--- src/rtl/uart_pkg.sv ---
`default_nettype none
// ============================================================================
// Module   : uart_pkg
// Brief    : DMI request/response types, op and status codes, sequencer state.
// Revision : 1.0 - initial release
// ============================================================================
package uart_pkg;

    localparam int unsigned DMI_ABITS = 7;

    typedef struct packed {
        logic [DMI_ABITS-1:0] addr;
        logic [31:0]          data;
        logic [1:0]           op;
    } dmi_req_t;

    typedef struct packed {
        logic [31:0] data;
        logic [1:0]  resp;
    } dmi_resp_t;

    localparam logic [1:0] DTM_NOP   = 2'd0;
    localparam logic [1:0] DTM_READ  = 2'd1;
    localparam logic [1:0] DTM_WRITE = 2'd2;

    localparam logic [1:0] DMINoError  = 2'd0;
    localparam logic [1:0] DMIOpFailed = 2'd2;
    localparam logic [1:0] DMIBusy     = 2'd3;

    typedef enum logic [1:0] {
        SEQ_IDLE = 2'd0,
        SEQ_REQ  = 2'd1,
        SEQ_RESP = 2'd2,
        SEQ_DONE = 2'd3
    } seq_state_e;

endpackage : uart_pkg
`default_nettype wire

--- src/rtl/dmi_req_sequencer.sv ---
`default_nettype none
// ============================================================================
// Module   : dmi_req_sequencer
// Brief    : Bridges TAP level strobes to DMI valid/ready channels and keeps the
//            sticky dmistat error. Optional macro DMI_SEQ_TIMEOUT_EN adds abort.
// Revision : 1.0 - initial release
// ============================================================================
module dmi_req_sequencer
    import uart_pkg::*;
#(
    parameter int unsigned TIMEOUT_CYCLES = 1000,
    parameter int unsigned ABITS          = DMI_ABITS
) (
    input  logic       CLK_I,
    input  logic       RST_I,
    input  logic       TAP_READ_I,
    input  logic       TAP_WRITE_I,
    input  dmi_req_t   TAP_DMI_I,
    output dmi_req_t   TAP_DMI_O,
    output logic       TAP_DONE_O,
    input  logic       HARD_RESET_I,
    input  logic       CLEAR_ERROR_I,
    output logic [1:0] DMI_ERROR_O,
    output logic       DMI_REQ_VALID_O,
    input  logic       DMI_REQ_READY_I,
    output dmi_req_t   DMI_REQ_O,
    input  logic       DMI_RESP_VALID_I,
    output logic       DMI_RESP_READY_O,
    input  dmi_resp_t  DMI_RESP_I
);

    seq_state_e       state_q, state_d;
    dmi_req_t         req_q, req_d;
    dmi_req_t         tap_dmi_q, tap_dmi_d;
    logic [1:0]       error_q, error_d;
    logic             w_set_err;
    logic [1:0]       w_set_val;
    logic             w_timeout;
    logic [ABITS-1:0] w_addr;
    logic [1:0]       w_unused_op;

    assign w_addr      = TAP_DMI_I.addr;
    // The TAP's op field is implied by which strobe is raised.
    assign w_unused_op = TAP_DMI_I.op;

`ifdef DMI_SEQ_TIMEOUT_EN
    localparam int unsigned CNT_W = $clog2(TIMEOUT_CYCLES + 1);

    logic [CNT_W-1:0] cnt_q;

    always_ff @(posedge CLK_I) begin
        if (RST_I || HARD_RESET_I) begin
            cnt_q <= '0;
        end else if (state_q == SEQ_REQ || state_q == SEQ_RESP) begin
            cnt_q <= cnt_q + CNT_W'(1);
        end else begin
            cnt_q <= '0;
        end
    end

    assign w_timeout = (state_q == SEQ_REQ || state_q == SEQ_RESP) &&
                       (cnt_q == CNT_W'(TIMEOUT_CYCLES - 1));
`else
    logic [31:0] w_unused_timeout;
    assign w_unused_timeout = TIMEOUT_CYCLES;
    assign w_timeout        = 1'b0;
`endif

    always_comb begin
        state_d   = state_q;
        req_d     = req_q;
        tap_dmi_d = tap_dmi_q;
        error_d   = error_q;
        w_set_err = 1'b0;
        w_set_val = DMINoError;

        case (state_q)
            SEQ_IDLE: begin
                if (TAP_WRITE_I || TAP_READ_I) begin
                    req_d.addr = w_addr;
                    if (TAP_WRITE_I) begin
                        req_d.data = TAP_DMI_I.data;
                        req_d.op   = DTM_WRITE;
                    end else begin
                        req_d.data = 32'h0;
                        req_d.op   = DTM_READ;
                    end
                    // A pending sticky error short-circuits the bus access.
                    if (error_q != DMINoError) begin
                        tap_dmi_d = '{addr: w_addr, data: 32'h0, op: error_q};
                        state_d   = SEQ_DONE;
                    end else begin
                        state_d = SEQ_REQ;
                    end
                end
            end
            SEQ_REQ: begin
                if (DMI_REQ_READY_I) begin
                    state_d = SEQ_RESP;
                end else if (w_timeout) begin
                    tap_dmi_d = '{addr: req_q.addr, data: 32'h0, op: DMIBusy};
                    w_set_err = 1'b1;
                    w_set_val = DMIBusy;
                    state_d   = SEQ_DONE;
                end
            end
            SEQ_RESP: begin
                if (DMI_RESP_VALID_I) begin
                    tap_dmi_d = '{addr: req_q.addr, data: DMI_RESP_I.data,
                                  op: DMI_RESP_I.resp};
                    if (DMI_RESP_I.resp == DMIOpFailed || DMI_RESP_I.resp == DMIBusy) begin
                        w_set_err = 1'b1;
                        w_set_val = DMI_RESP_I.resp;
                    end
                    state_d = SEQ_DONE;
                end else if (w_timeout) begin
                    tap_dmi_d = '{addr: req_q.addr, data: 32'h0, op: DMIBusy};
                    w_set_err = 1'b1;
                    w_set_val = DMIBusy;
                    state_d   = SEQ_DONE;
                end
            end
            SEQ_DONE: begin
                if (!TAP_WRITE_I && !TAP_READ_I) begin
                    state_d = SEQ_IDLE;
                end
            end
            default: state_d = SEQ_IDLE;
        endcase

        if (CLEAR_ERROR_I) begin
            error_d = DMINoError;
        end
        if (w_set_err) begin
            error_d = w_set_val;
        end

        if (HARD_RESET_I) begin
            state_d   = SEQ_IDLE;
            req_d     = '{addr: '0, data: '0, op: DTM_NOP};
            tap_dmi_d = '0;
            error_d   = DMINoError;
        end
    end

    always_ff @(posedge CLK_I) begin
        if (RST_I) begin
            state_q   <= SEQ_IDLE;
            req_q     <= '{addr: '0, data: '0, op: DTM_NOP};
            tap_dmi_q <= '0;
            error_q   <= DMINoError;
        end else begin
            state_q   <= state_d;
            req_q     <= req_d;
            tap_dmi_q <= tap_dmi_d;
            error_q   <= error_d;
        end
    end

    assign DMI_REQ_VALID_O  = (state_q == SEQ_REQ);
    assign DMI_RESP_READY_O = (state_q == SEQ_RESP);
    assign TAP_DONE_O       = (state_q == SEQ_DONE);
    assign DMI_REQ_O        = req_q;
    assign TAP_DMI_O        = tap_dmi_q;
    assign DMI_ERROR_O      = error_q;

endmodule : dmi_req_sequencer
`default_nettype wire

--- config.mk ---
export PLATFORM = sky130hd
export DESIGN_NAME = dmi_req_sequencer
export DESIGN_NICKNAME = d
export VERILOG_FILES = /design/src/rtl/uart_pkg.sv /design/src/rtl/dmi_req_sequencer.sv
export SDC_FILE = /design/constraint.sdc
export NUM_CORES = 1
export LEC_CHECK = 0
export BUFFER_PORTS_ARGS = -buffer_cell sky130_fd_sc_hd__buf_2
export CELL_PAD_IN_SITES_DETAIL_PLACEMENT = 0
export CELL_PAD_IN_SITES_GLOBAL_PLACEMENT = 1
export CORE_MARGIN = 3
export CORE_UTILIZATION = 35
export DETAILED_ROUTE_END_ITERATION = 7
export GPL_ROUTABILITY_DRIVEN = 0
export PLACE_DENSITY = 0.9
export SYNTH_ARGS = -nofsm -noshare
export SYNTH_HDL_FRONTEND = slang
export SYNTH_SLANG_ARGS = --single-unit
--- constraint.sdc ---
create_clock -name CLK_I -period 5.59 [get_ports CLK_I]
set_input_delay 0.559 -clock CLK_I [delete_from_list [all_inputs] [get_ports CLK_I]]
set_output_delay 0.559 -clock CLK_I [all_outputs]
set_load 0.05 [all_outputs]
# After elaboration in Yosys (flattened, before gate mapping)

Index checks and enable logic that the tools add are counted.
W data, S select, Z words.

Bits of input ports: 83
Register bits after elaboration: 86
Output and inout port bits: 87
Word-level logic and storage cells: 50

Reductions and logical operators: 13
Eq/ne operators: 10
Multiplexer cells: 19

Operator list:

| operator             | number |
|---|---|
| $mux W41             | 3 |
| $pmux W41 S2         | 1 |
| $mux W34             | 1 |
| $mux W2              | 10 |
| $eq A2 B2 Y1 const B | 4 |
| $pmux W2 S4          | 1 |
| $reduce_and A4 Y1    | 2 |
| $ne A2 B2 Y1 const B | 3 |
| $reduce_bool A2 Y1   | 3 |
| $ne A2 B1 Y1 const B | 2 |
| $mux W1              | 3 |
| $eq A2 B1 Y1 const B | 1 |
| $logic_not A1 Y1     | 2 |
| $logic_not A2 Y1     | 1 |
| $logic_or A1 B1 Y1   | 2 |
| $reduce_and A2 Y1    | 1 |
| $reduce_or A2 Y1     | 1 |
| $logic_and A1 B1 Y1  | 1 |

# Longest topological paths before layout

Depth in word-level cells: 6
Gate-level depth with buffers: 8
Mapped depth without buffers: 5

# Worst setup path before layout

Ideal clock, no wire load.

Path kind: register to register
Start: register state_q[0]
End: register tap_dmi_q (netlist bit TAP_DMI_O[0])
Clock period less this slack: 2.175 ns
Data required time: 5.470 ns
Setup time: 0.120 ns
Cell stages (with the launch flop): 9
Arrival time: 2.055 ns
Setup slack: 3.415 ns
Path buffers: 3
Cell sequence: dfxtp_1 -> inv_1 -> ha_1 -> buf_6 -> nor2b_4 -> or4_4 -> buf_6 -> buf_6 -> mux2i_1

Word-level cells in the longest chain between the ends: 3
Elaborated cells between the ends (all ways): 8
Those cells by class: eq/ne (4); mux (1); reduce/logical (3)

RTL lines:

| what                                                         | line                     | source |
|---|---|---|
| start: declaration                                           | dmi_req_sequencer.sv:32  | `seq_state_e state_q, state_d;` |
| start signal: assignment                                     | dmi_req_sequencer.sv:153 | `state_q <= state_d;` |
| $eq A2 B2 Y1 (*)                                             | --                       |  |
| net DMI_RESP_READY_O                                         | dmi_req_sequencer.sv:28  | `output logic DMI_RESP_READY_O,` |
| $ne A2 B2 Y1 (no line) or $reduce_bool A2 Y1 (tied branches) | --                       |  |
| $reduce_and A4 Y1 (no line)                                  | --                       |  |
| end signal: assignment                                       | dmi_req_sequencer.sv:155 | `tap_dmi_q <= tap_dmi_d;` |
| end: declaration                                             | dmi_req_sequencer.sv:34  | `dmi_req_t tap_dmi_q, tap_dmi_d;` |

The timed path passes the listed nets; every way through them passes the cells marked *.
A chain may end at the register's enable or synchronous reset.

# Worst setup path after layout

Start: register state_q[0]
End: register tap_dmi_q (netlist bit TAP_DMI_O[3])

Word-level cells in the longest chain between the ends: 3
Elaborated cells between the ends (all ways): 8
Those cells by class: eq/ne (4); mux (1); reduce/logical (3)

RTL lines:

| what                                                         | line                    | source |
|---|---|---|
| $eq A2 B2 Y1 or $logic_not A2 Y1 (tied branches)             | dmi_req_sequencer.sv:77 | `case (state_q)` |
| $ne A2 B2 Y1 (no line) or $reduce_bool A2 Y1 (tied branches) | --                      |  |
| $reduce_and A4 Y1 (no line)                                  | --                      |  |

Parallel ways exist; a longest one is shown, timed or not.

==> summary.txt <==
Crit end category: flip-flop
Post-synth EDFFs: 0
Ratio of cells with drive above 1 in the final layout: 0.358
CTS resizes: 0
LEAKAGE: 2.26 nW
# nets final: 641
Area growth, synth to finish: 29.7%
First-pass GRT wire length: 15.5 mm
Pwr/cell area: 278 nW/um2
GRT Util Overall: 0.169
# IOs: 170
IO buf count: 167
Clock Path Buffers: 2
Post-synth ARST share: 0
TritonCTS clock tree: yes
Share of the synthesized area in the top cell type: 0.484
Synth Area in Adders: 0.0176
Width of the chip: 107 um
WL/cell: 13.8 um
Synth top cells by count: nand2_1, dfxtp_1, nand3_1, mux2i_1, a21oi_1
Largest family of logic cells by synthesized area: simple AND/OR/NAND/NOR gates
Clock root buffer: clkbuf_8
Final number of hold-violating endpoints: 0
Clock-pin slew on the worst setup and hold paths: 0.09 ns
Mapped Avg Cell Area: 8.71 um2
Syn nets: 496
Final instance area: 4610 um2
R2R setup slack: 2.95 ns
# Post-CTS Setup Buffers: 0
Status: complete, no violations
H-tree depth: 3
Max VDD drop: 0.127 mV
Top-count cell post-synth: nand2_1
Overflow after GRT: 0
CP arrival: 2.84 ns
Simple-gate area share of the yosys netlist: 0.224
Core ar.: 9820 um2
Routed via count: 3304
Pre-CTS setup slack: 2.94 ns
# setup viols final: 0
Final clock skew: 0.0136 ns
Setup Total Neg Slack: 0 ns
Crit Path Category: flip-flop to flip-flop
Sequential area share after synthesis: 0.484
Synth Register Bits: 86
Number of buffers created by CTS: 9
Area contributors post-synth: dfxtp_1, mux2i_1, nand2_1
Vias per cell: 4.78
Drt first pass iters: 4
Max Freq: 0.379 GHz
Post-route ant nets: 0
Starting DRT DRC Count: 227
Area after DPL: 4410 um2
HP Class: input port to flip-flop
Die height: 107 um
HPWL after detailed placement: 6.59 mm
Compound-gate portion of the synthesized area: 0.0715
Drt total wl: 9.57 mm
Max cap viols: 0
Worst setup SP type: flip-flop
Vias in the first global route: 3141
Clock sinks: 86
Largest net degree at the start of global routing: 86
Synthesized area: 3550 um2
DRC Markers: 0
Post-route setup slack: 2.95 ns
Period minus WS final: 2.64 ns
Antenna cells: 0
Warnings from Yosys: 0
Synth unique cells: 27
Clock Latency Late Sink: 0.35 ns
Post-Syn Instances: 408
Cts hold-fix bufs: 0
Area leader, netlist: dfxtp_1
CP required: 5.79 ns
Fin. max-slew vios: 0
Measured slew at the worst slew-check pin: 0.936 ns
RSZ-0062 raised after global routing: false
Top_reg_cell synth: dfxtp_1
Largest fanout on the critical path: 47
Post-synthesis mux area share: 0.150
Final worst path period share: 0.472
Die ar.: 11400 um2
Effective utilization at floorplan: 0.362
# rows: 36
Slew margin rel.: 0.376
Initial antenna violation count: 1
Synth Area in XOR/XNOR: 0
## report_power, final
group          leakage [nW]  internal, mW  switching (mW)  total [mW]
combinational          1.46        0.0677           0.140       0.208
sequential            0.696         0.626         0.00739       0.633
clock                0.0955         0.219           0.224       0.443
total                  2.26         0.912           0.372        1.28
## state kept, by name (all words and copies together) (netlist names)
register and cells:
DMI_ERROR_O 2, TAP_DMI_O 41, DMI_REQ_O 41, state_q 2
## final timing paths
| path | from | to | cells after the start |
|---|---|---|---|
| max | state_q[0] | TAP_DMI_O[3] | 5 |
| min | TAP_DMI_I[38] | DMI_REQ_O[38] | 3 |
| min reg2reg | DMI_REQ_O[13] | DMI_REQ_O[13] | 2 |
| max reg2reg | state_q[0] | TAP_DMI_O[3] | 5 |
## cells by family (layout without fill, tap and decap cells)
| kind of cell | after synthesis | in the layout |
|---|---|---|
| compound gates | 48 | 48 |
| fa+ha+maj | 5 | 5 |
| buf+inv | 38 | 188 |
| flops | 86 | 86 |
| mux | 52 | 52 |
| simple gates | 179 | 179 |
## cell usage in the layout, fill, tap and decap left out, types with 2 or more instances in the layout
cell,netlist,final
o21a_1,2,2
buf_4,0,3
nand2_1,98,98
ha_1,5,4
clkinvlp_4,0,2
mux2_2,9,9
mux2i_1,43,43
nor3b_1,2,2
a21oi_1,41,41
buf_2,1,167
inv_1,2,2
dfxtp_1,86,86
nand3_1,65,65
clkbuf_8,0,10
nor2_1,6,5
## cell type report
cell class | instances | area [um2]
Clock buffer | 11 | 141
Clock inverter | 5 | 58.8
Fill cell | 1023 | 5210
Inverter | 2 | 7.51
Multi-Input combinational cell | 284 | 1660
Sequential cell | 86 | 1720
Tap cell | 133 | 166
Timing Repair Buffer | 170 | 858
## layer usage
metal | up-vias | global-route usage | part of all wire
met3 | 10 | 0.0662 | 0.10
met5 | - | 0 | 0.0021
met4 | 2 | 0.0630 | 0.0085
li1 | 1662 | - | -
met1 | 1498 | 0.209 | 0.43
met2 | 132 | 0.267 | 0.46
## critical path, stage by stage, from the launching register on
cell and delay (ns):
dfxtp_1 0.35, inv_1 0.11, ha_2 0.82, nor2_1 0.11, or4_4 0.83, mux2i_1 0.22
## through the flow
step,utilization,total power [mW],hold slack [ns],std cells
3_3_place_gp,0.449,0.853,0.435,675
2_1_floorplan,-,0.799,0.471,408
3_5_place_dp,0.449,0.857,0.441,675
6_report,0.470,1.28,0.446,691
5_1_grt,0.470,1.35,0.438,691
4_1_cts,0.470,1.31,0.417,691
Power figures use the tool's default switching activity.
